[config.mk]
export PLATFORM = sky130hd
export DESIGN_NAME = tl_countdown_display_flat
export DESIGN_NICKNAME = d
export VERILOG_FILES = /design/src/rtl/tl_countdown_display_if.sv /design/src/rtl/tl_countdown_display.sv /design/src/flat_wrapper.sv
export SDC_FILE = /design/constraint.sdc
export NUM_CORES = 1
export LEC_CHECK = 0
export BUFFER_PORTS_ARGS = -buffer_cell sky130_fd_sc_hd__buf_4
export CELL_PAD_IN_SITES_DETAIL_PLACEMENT = 1
export CELL_PAD_IN_SITES_GLOBAL_PLACEMENT = 1
export CORE_MARGIN = 2
export CORE_UTILIZATION = 41
export DETAILED_ROUTE_END_ITERATION = 8
export PLACE_DENSITY = 0.8
export SLEW_MARGIN = 20
export SYNTH_ARGS = -nofsm -noshare
export SYNTH_HDL_FRONTEND = slang
export SYNTH_SLANG_ARGS = --single-unit
export TNS_END_PERCENT = 20
[constraint.sdc]
create_clock -name clk -period 1.81 [get_ports clk]
set_input_delay 0 -clock clk [delete_from_list [all_inputs] [get_ports clk]]
set_output_delay 0 -clock clk [all_outputs]
set_load 0.01 [all_outputs]
[src/rtl/tl_countdown_display_if.sv]
// Countdown display bus: controller times and lights in, 7-segment drive out.
// master drives the times/lights, slave is the display stage.
interface tl_countdown_display_if #(
  parameter int TIME_W = 7
);
  logic [TIME_W-1:0] time_ns;
  logic [TIME_W-1:0] time_ew;
  logic [5:0]        lights;
  logic [6:0]        seg_n;
  logic              dp_n;
  logic [3:0]        an_n;

  modport master (output time_ns, time_ew, lights, input seg_n, dp_n, an_n);
  modport slave  (input time_ns, time_ew, lights, output seg_n, dp_n, an_n);
endinterface

[src/rtl/tl_countdown_display.sv]
// Traffic-light countdown display: double-dabble BCD conversion and 4-digit 7-segment scan.
// Optional blinking of the last seconds (1..3) when TL_DISP_BLINK_EN is defined.
//
// state   | meaning
// IDLE    | sample times (clamped to 99) and green bits, load NS into converter
// CONV_NS | 7 double-dabble steps on NS, then park result and load EW
// CONV_EW | 7 double-dabble steps on EW
// LATCH   | load display registers
module tl_countdown_display #(
  parameter int CLK_DIV   = 50000,
  parameter int TIME_W    = 7,
  parameter int BLINK_DIV = 12
) (
  input logic                   clk,
  input logic                   rst,
  tl_countdown_display_if.slave disp
);

  localparam int SCAN_W = $clog2(CLK_DIV);

  typedef enum logic [1:0] {IDLE, CONV_NS, CONV_EW, LATCH} state_t;

  state_t            state, state_nxt;
  logic [2:0]        bit_cnt;
  logic              bit_last;
  logic              smp_en, conv_en, ns_done, latch_en;
  logic [7:0]        dd_bcd, dd_adj, dd_bcd_nxt;
  logic [6:0]        dd_bin, dd_bin_nxt;
  logic [6:0]        ew_smp;
  logic              ns_grn_smp, ew_grn_smp;
  logic [7:0]        ns_res;
  logic [7:0]        disp_ns, disp_ew;
  logic              disp_ns_grn, disp_ew_grn;
  logic [SCAN_W-1:0] scan_cnt;
  logic [1:0]        dig_idx;
  logic              blink_ph;
  logic [7:0]        cur_val;
  logic              cur_grn, cur_blink, cur_blank, cur_dp;
  logic [3:0]        cur_nib;
  logic              unused_bits;

  function automatic logic [6:0] clamp99(input logic [TIME_W-1:0] v);
    if (32'(v) >= 32'd100) return 7'd99;
    return 7'(v);
  endfunction

  function automatic logic [6:0] glyph(input logic [3:0] d);
    case (d)
      4'd0:    return 7'b1000000;
      4'd1:    return 7'b1111001;
      4'd2:    return 7'b0100100;
      4'd3:    return 7'b0110000;
      4'd4:    return 7'b0011001;
      4'd5:    return 7'b0010010;
      4'd6:    return 7'b0000010;
      4'd7:    return 7'b1111000;
      4'd8:    return 7'b0000000;
      4'd9:    return 7'b0010000;
      default: return 7'b1111111;
    endcase
  endfunction

  assign bit_last    = (bit_cnt == 3'd6);
  assign unused_bits = ^{disp.lights[5:4], disp.lights[2:1], dd_adj[7]};

  always_ff @(posedge clk) begin
    if (rst) state <= IDLE;
    else     state <= state_nxt;
  end

  always_comb begin
    state_nxt = state;
    case (state)
      IDLE:    state_nxt = CONV_NS;
      CONV_NS: if (bit_last) state_nxt = CONV_EW;
      CONV_EW: if (bit_last) state_nxt = LATCH;
      LATCH:   state_nxt = IDLE;
      default: state_nxt = IDLE;
    endcase
  end

  always_comb begin
    smp_en   = 1'b0;
    conv_en  = 1'b0;
    ns_done  = 1'b0;
    latch_en = 1'b0;
    case (state)
      IDLE:    smp_en = 1'b1;
      CONV_NS: begin conv_en = 1'b1; ns_done = bit_last; end
      CONV_EW: conv_en = 1'b1;
      LATCH:   latch_en = 1'b1;
      default: ;
    endcase
  end

  // add-3 correction on each nibble, then shift the {bcd, bin} pair left
  always_comb begin
    dd_adj = dd_bcd;
    if (dd_bcd[3:0] >= 4'd5) dd_adj[3:0] = dd_bcd[3:0] + 4'd3;
    if (dd_bcd[7:4] >= 4'd5) dd_adj[7:4] = dd_bcd[7:4] + 4'd3;
    dd_bcd_nxt = {dd_adj[6:0], dd_bin[6]};
    dd_bin_nxt = {dd_bin[5:0], 1'b0};
  end

  always_ff @(posedge clk) begin
    if (rst) begin
      bit_cnt    <= '0;
      dd_bcd     <= '0;
      dd_bin     <= '0;
      ew_smp     <= '0;
      ns_grn_smp <= 1'b0;
      ew_grn_smp <= 1'b0;
      ns_res     <= '0;
    end else begin
      if (smp_en) begin
        dd_bcd     <= '0;
        dd_bin     <= clamp99(disp.time_ns);
        ew_smp     <= clamp99(disp.time_ew);
        ns_grn_smp <= disp.lights[3];
        ew_grn_smp <= disp.lights[0];
      end else if (ns_done) begin
        ns_res <= dd_bcd_nxt;
        dd_bcd <= '0;
        dd_bin <= ew_smp;
      end else if (conv_en) begin
        dd_bcd <= dd_bcd_nxt;
        dd_bin <= dd_bin_nxt;
      end
      bit_cnt <= (conv_en && !bit_last) ? bit_cnt + 3'd1 : 3'd0;
    end
  end

  always_ff @(posedge clk) begin
    if (rst) begin
      disp_ns     <= '0;
      disp_ew     <= '0;
      disp_ns_grn <= 1'b0;
      disp_ew_grn <= 1'b0;
    end else if (latch_en) begin
      disp_ns     <= ns_res;
      disp_ew     <= dd_bcd;
      disp_ns_grn <= ns_grn_smp;
      disp_ew_grn <= ew_grn_smp;
    end
  end

  always_ff @(posedge clk) begin
    if (rst) begin
      scan_cnt <= '0;
      dig_idx  <= 2'd3;
    end else if (scan_cnt == SCAN_W'(CLK_DIV - 1)) begin
      scan_cnt <= '0;
      dig_idx  <= dig_idx - 2'd1;
    end else begin
      scan_cnt <= scan_cnt + SCAN_W'(1);
    end
  end

`ifdef TL_DISP_BLINK_EN
  logic [BLINK_DIV:0] blink_cnt;

  always_ff @(posedge clk) begin
    if (rst) blink_cnt <= '0;
    else     blink_cnt <= blink_cnt + (BLINK_DIV+1)'(1);
  end

  assign blink_ph = blink_cnt[BLINK_DIV];
`else
  // no blinking: phase is permanently low
  assign blink_ph = (BLINK_DIV < 0);
`endif

  // dig_idx[1] selects NS, dig_idx[0] selects the tens digit
  always_comb begin
    cur_val = disp_ew;
    cur_grn = disp_ew_grn;
    if (dig_idx[1]) begin
      cur_val = disp_ns;
      cur_grn = disp_ns_grn;
    end
    cur_blink = blink_ph && (cur_val >= 8'h01) && (cur_val <= 8'h03);
    if (dig_idx[0]) begin
      cur_nib   = cur_val[7:4];
      cur_blank = (cur_val[7:4] == 4'd0);
      cur_dp    = 1'b0;
    end else begin
      cur_nib   = cur_val[3:0];
      cur_blank = (cur_val == 8'h00);
      cur_dp    = cur_grn;
    end
    if (cur_blink) begin
      cur_blank = 1'b1;
      cur_dp    = 1'b0;
    end
  end

  always_ff @(posedge clk) begin
    if (rst) begin
      disp.seg_n <= 7'h7F;
      disp.an_n  <= 4'b0111;
      disp.dp_n  <= 1'b1;
    end else begin
      disp.seg_n <= cur_blank ? 7'h7F : glyph(cur_nib);
      disp.an_n  <= ~(4'b0001 << dig_idx);
      disp.dp_n  <= ~cur_dp;
    end
  end

endmodule

[src/flat_wrapper.sv]
// flat-port wrapper written by rule: the top's interface ports become plain ports
module tl_countdown_display_flat 
#(
  parameter int CLK_DIV   = 50000,
  parameter int TIME_W    = 7,
  parameter int BLINK_DIV = 12
)
  (clk, rst, disp_time_ns, disp_time_ew, disp_lights, disp_seg_n, disp_dp_n, disp_an_n);
  tl_countdown_display_if #(.TIME_W(TIME_W)) disp_i ();
  input logic clk;
  input logic rst;
  input wire logic [$bits(disp_i.time_ns)-1:0] disp_time_ns;
  input wire logic [$bits(disp_i.time_ew)-1:0] disp_time_ew;
  input wire logic [$bits(disp_i.lights)-1:0] disp_lights;
  output wire logic [$bits(disp_i.seg_n)-1:0] disp_seg_n;
  output wire logic [$bits(disp_i.dp_n)-1:0] disp_dp_n;
  output wire logic [$bits(disp_i.an_n)-1:0] disp_an_n;
  assign disp_i.time_ns = disp_time_ns;
  assign disp_i.time_ew = disp_time_ew;
  assign disp_i.lights = disp_lights;
  assign disp_seg_n = disp_i.seg_n;
  assign disp_dp_n = disp_i.dp_n;
  assign disp_an_n = disp_i.an_n;
  tl_countdown_display #(.CLK_DIV(CLK_DIV), .TIME_W(TIME_W), .BLINK_DIV(BLINK_DIV)) u_core (.clk(clk), .rst(rst), .disp(disp_i));
endmodule
# Word level (Yosys, flattened, before mapping)
# Memory sizes are Yosys's and may differ from the RTL's. A register that Yosys moved wholly into a read port is not among the register bits.
# Index checks and enable logic that the tools add are counted.
dict set report op_classes {
  addsub 5
  magnitude_cmp 4
  n_eq_ne 7
  shifts 1
  muxes 27
  bitwise_logic 4
  reduce_logical 13
}
# op count
set op_table {}
lappend op_table {{$mux 7} 7}
lappend op_table {{$add 16x1->16 const B} 1}
lappend op_table {{$eq 16x16->1 const B} 1}
lappend op_table {{$ge 7x7->1 const B} 2}
lappend op_table {{$mux 1} 13}
lappend op_table {{$ge 4x3->1 const B} 2}
lappend op_table {{$logic_not 8->1} 1}
lappend op_table {{$mux 4} 2}
lappend op_table {{$mux 8} 1}
lappend op_table {{$pmux 2 s4} 1}
lappend op_table {{$reduce_or 2->1} 4}
lappend op_table {{$add 4x2->4 const B} 1}
lappend op_table {{$eq 2x2->1 const B} 2}
lappend op_table {{$logic_not 4->1} 1}
lappend op_table {{$mux 2} 2}
lappend op_table {{$ne 2x1->1 const B} 2}
lappend op_table {{$not 4->4} 1}
lappend op_table {{$reduce_and 2->1} 2}
lappend op_table {{$shl 1x2->4 const A} 1}
lappend op_table {{$add 3x1->3 const B} 1}
lappend op_table {{$add 3x2->3 const B} 1}
lappend op_table {{$eq 3x3->1 const B} 1}
lappend op_table {{$mux 3} 1}
lappend op_table {{$not 1->1} 3}
lappend op_table {{7 further kinds} 7}
dict set report totals {
  regBits 78
  rom_bits 112
  out_inout_bits 12
  n_memories 1
}
# name words width read_ports rd_clocked_by_memory_dff write_ports line_no
set mem_list {}
lappend mem_list {{(name not given)} 16 7 1 1 0 tl_countdown_display.sv:48} ;# case (d)

# Longest topological paths before layout
dict set report depth {
  depth_word 6
  depth_mapped 8
  mapped_depth_nobuf 7
}

# Worst setup path after synthesis
# OpenSTA, ideal clock, no wires.
dict set report synth_timing {
  path_type {register -> register}
  startpoint {register u_core.dig_idx[0]}
  endpoint {register u_core.disp.seg_n[1]}
  setup_ns 0.129
  arrival_ns 1.610
  slack_ns 0.071
  stages_incl_launch_ff 7
  path_cell_list {dfxtp_1 > buf_4 > mux4_2 > inv_1 > ha_1 > o21ai_0 > nand2_1}
}
dict set report synth_between {
  elab_chain_cells 2
  elab_cells_between_ends 3
  cone_classes {mux (2); reduce/logical (1)}
}
# element line_no
set synth_rtl {}
lappend synth_rtl {{start: declaration} tl_countdown_display.sv:35} ;# logic [1:0] dig_idx;
lappend synth_rtl {{start signal: assignment} tl_countdown_display.sv:153} ;# dig_idx <= dig_idx - 2'd1;
lappend synth_rtl {{$mux 1} tl_countdown_display.sv:182} ;# if (dig_idx[0]) begin
lappend synth_rtl {{$reduce_or 2->1 (no line)} --}
lappend synth_rtl {{end: declaration} tl_countdown_display_if.sv:14} ;# modport slave (input time_ns, time_ew, lights, output seg_n, dp_n, an_n);
# Parallel ways exist; a longest one is shown, timed or not.
# A chain may end at the register's enable or synchronous reset.

# Final worst setup path
dict set report layout_timing {
  startpoint {register u_core.dig_idx[0]}
  endpoint {register u_core.disp.seg_n[6]}
}
# The elaborated chain is that of the path after synthesis.

==> results.yml <==
run_status:
  outcome: "finished clean"
clock_tree:
  cts_sinks: 85
  numCtsBuffers: 9
  clkTransAtPathRegs_ps: 90
  htreeDepth: 3
  cts_tree: "built"
  root_buffer: "clkbuf_8"
  cts_buffer_depth: 2
  clock_latency_ps: 350
placement:
  place.port_buffers: 29
  place_area_mm2: 0.00417
  gp_congestion: 0.759
  dpl.cell_count: 552
  place_hpwl_mm: 5.97
synth:
  synthesis.nets: 460
  synth_top_area_share_pct: 44.7
  synth_area_leaders: "dfxtp_1 45%, mux2i_1 11%, nor2_1 7.8%"
  ys.flop_type: "dfxtp_1"
  yosysTopAreaCell: "dfxtp_1"
  yosysWarnings: 0
  async_reset_ff_share_pct: 0
  ys_types: 41
  netlist_area_mm2: 0.00381
  avgSynthCellArea_um2: 9.11
  synth_enable_flop_cells: 0
  ys_seq_elements: 85
  synth.most_common_cell: "dfxtp_1"
  yosysSeqAreaShare_pct: 44.7
  synthCells: 418
  synth_common_cells: "85 x dfxtp_1, 79 x nor2_1, 41 x mux2i_1"
final_layout:
  final_cells: 586
  design_area_mm2: 0.00453
  fin_nets: 512
  synthToLayoutAreaGrowth_pct: 18.9
  diodes: 0
  final_layout_size_suffix_gt1_share_pct: 15.4
  final_util_pct: 49.7
floorplan:
  die_h_um: 100
  die_w_um: 100
  ios: 34
  rows: 35
  core_mm2: 0.00911
  design.die.area_mm2: 0.0101
  start_util_pct: 41.8
drt:
  drtIter0Drc: 89
  wire_per_inst_um: 14.6
  drt-total-wl_mm: 8.58
  avgViaCountPerCell: 5.19
  first_pass_iters: 4
  drc: 0
  vias: 3039
  drtAntennaViolNets: 0
timing:
  max_slew_margin_pct: 65.1
  finalClockSkew_ps: 13.9
  worstMarginPinSlew_ps: 524
  fmax_mhz: 583
  final-setup-viol-count: 0
  period_needed_ps: 1710
  hold_viol: 0
  maxSlewViolCount: 0
  period_share_pct: 94.7
critical_path:
  worstPathRequired_ps: 2020
  worstReg2RegStart: "u_core.dig_idx[0]$_SDFFE_PP1N_"
  cp_num_cells: 7
  worst-path-buf-inv: 2
  crit_slowest_cell: "mux4_2"
  path_cells: "mux4_2 > buf_4 > ha_1 > inv_1 > mux2i_1 > nor2_1 > o21ai_1"
  crit_path_start: "u_core.dig_idx[0]$_SDFFE_PP1N_"
  path_class: "reg2reg"
  cp-start-kind: "register"
  ff2ff_path_depth: 7
  crit_end: "u_core.disp.seg_n[6]$_SDFF_PP1_"
  timing.rr.end: "u_core.disp.seg_n[6]$_SDFF_PP1_"
  cpPeakStageDelay_ps: 560
  crit_path_end_kind: "register"
  cp_top_family: "multiplexers"
  rrSetupSlack_ps: 100
  arrival_ps: 1930
  path_max_fanout: 4
flow_run:
  drv_cap: 0
power:
  power_leakage_uw: 0.00184
  cellPowerDensity_mw_per_mm2: 969
  ir_drop_uv: 471
  p_total_uw: 4390
grt:
  grt_max_degree: 42
  antenna_found_initial: 0
  track_usage_pct: 18.2
  grt_overflow: 0
  grt_pass1_wl_mm: 14.6
  grt_pass1_vias: 3083
hold_path:
  hold_class: "in2reg"
-- final cells by class --
type                       count  area [um2]
fill                        1079        4580
multi-input combinational    297        1960
sequential                    85        1710
timing repair buffer          60         489
tap                          111         139
clock buffer                  11         131
inverter                      17        63.8
clock inverter                 5        37.5
-- registers in the layout, indices dropped and copies added (netlist names) --
signal and cells:
u_core.disp_ew 8, u_core.disp.an_n 4, u_core.dd_bcd 8, u_core.ew_grn_smp 1
u_core.disp_ns_grn 1, u_core.ns_res 8, u_core.disp_ew_grn 1, u_core.state 2
u_core.disp.seg_n 7, u_core.ns_grn_smp 1, u_core.bit_cnt 3, u_core.ew_smp 7
u_core.disp_ns 8, u_core.dd_bin 7, u_core.disp.dp_n 1, u_core.scan_cnt 16
u_core.dig_idx 2
-- through the flow --
step           worst slack [ps]  TNS, ps  hold WS [ps]
2_1_floorplan              71.5        0           147
3_3_place_gp               63.9        0           237
3_5_place_dp              -19.8    -19.8           245
4_1_cts                    44.3        0          36.3
5_1_grt                  -0.351   -0.351          73.1
6_report                   96.2        0          54.8
-- where the power goes --
group          internal (uW)  switching (uW)  total, uW
clock                    502             683       1190
sequential              2010            97.3       2110
combinational            468             625       1090
-- worst min path at each step --
stage                    startpoint                              to  slack, ps  cells past startpoint
global placement     disp_lights[3]  u_core.ns_grn_smp$_SDFFE_PP0P_        240                      3
floorplan           disp_time_ew[5]   u_core.ew_smp[5]$_SDFFE_PP0P_        150                      2
detailed placement   disp_lights[0]  u_core.ew_grn_smp$_SDFFE_PP0P_        250                      3
finish                          rst  u_core.disp.an_n[3]$_SDFF_PP0_         50                      2
global route                    rst  u_core.disp.an_n[3]$_SDFF_PP0_         70                      2
CTS                             rst  u_core.disp.an_n[3]$_SDFF_PP0_         40                      2
-- metal layers --
layer	track usage [%]	vias to the layer above	wire length [um]
met4	5.27	0	85
met1	24.2	1472	4160
li1	-	1526	-
met5	0	-	0
met3	4.25	7	230
met2	29.5	34	4110
-- kinds of logic after synthesis --
family                   after synthesis  share of synthesized area (%)
buffers and inverters                 36                           4.04
multiplexers                          46                           13.2
AO/OA/AOI/OAI                         59                           9.06
AND/OR/NAND/NOR                      155                           18.5
adder cells (fa/ha/maj)               20                           6.57
flip-flops                            85                           44.7
XOR/XNOR                              17                           3.91
-- what timing repair did --
item	in CTS	in global routing
hold endpoints to repair	14	0
pin swaps	0	0
setup buffers	0	4
hold buffers	14	0
gates resized for setup	1	7
endpoints found under the setup margin	4	11
-- placed cells by master, fill, tap and decap left out, types with 3 or more instances in the layout --
cell type and n:
mux2i_1 41, dfxtp_1 83, inv_1 15, nor2b_1 3
nand2_1 23, ha_1 20, nor2_1 79, dlygate4sd3_1 14
xnor2_1 8, a21oi_1 20, a211oi_1 7, mux4_2 3
o21ai_0 14, clkbuf_8 9, nand3_1 12, nor3_1 8
xor2_1 9, o21ai_1 6, buf_4 45, and3_1 7
nand2b_1 10
(Power assumes the default switching activity.)
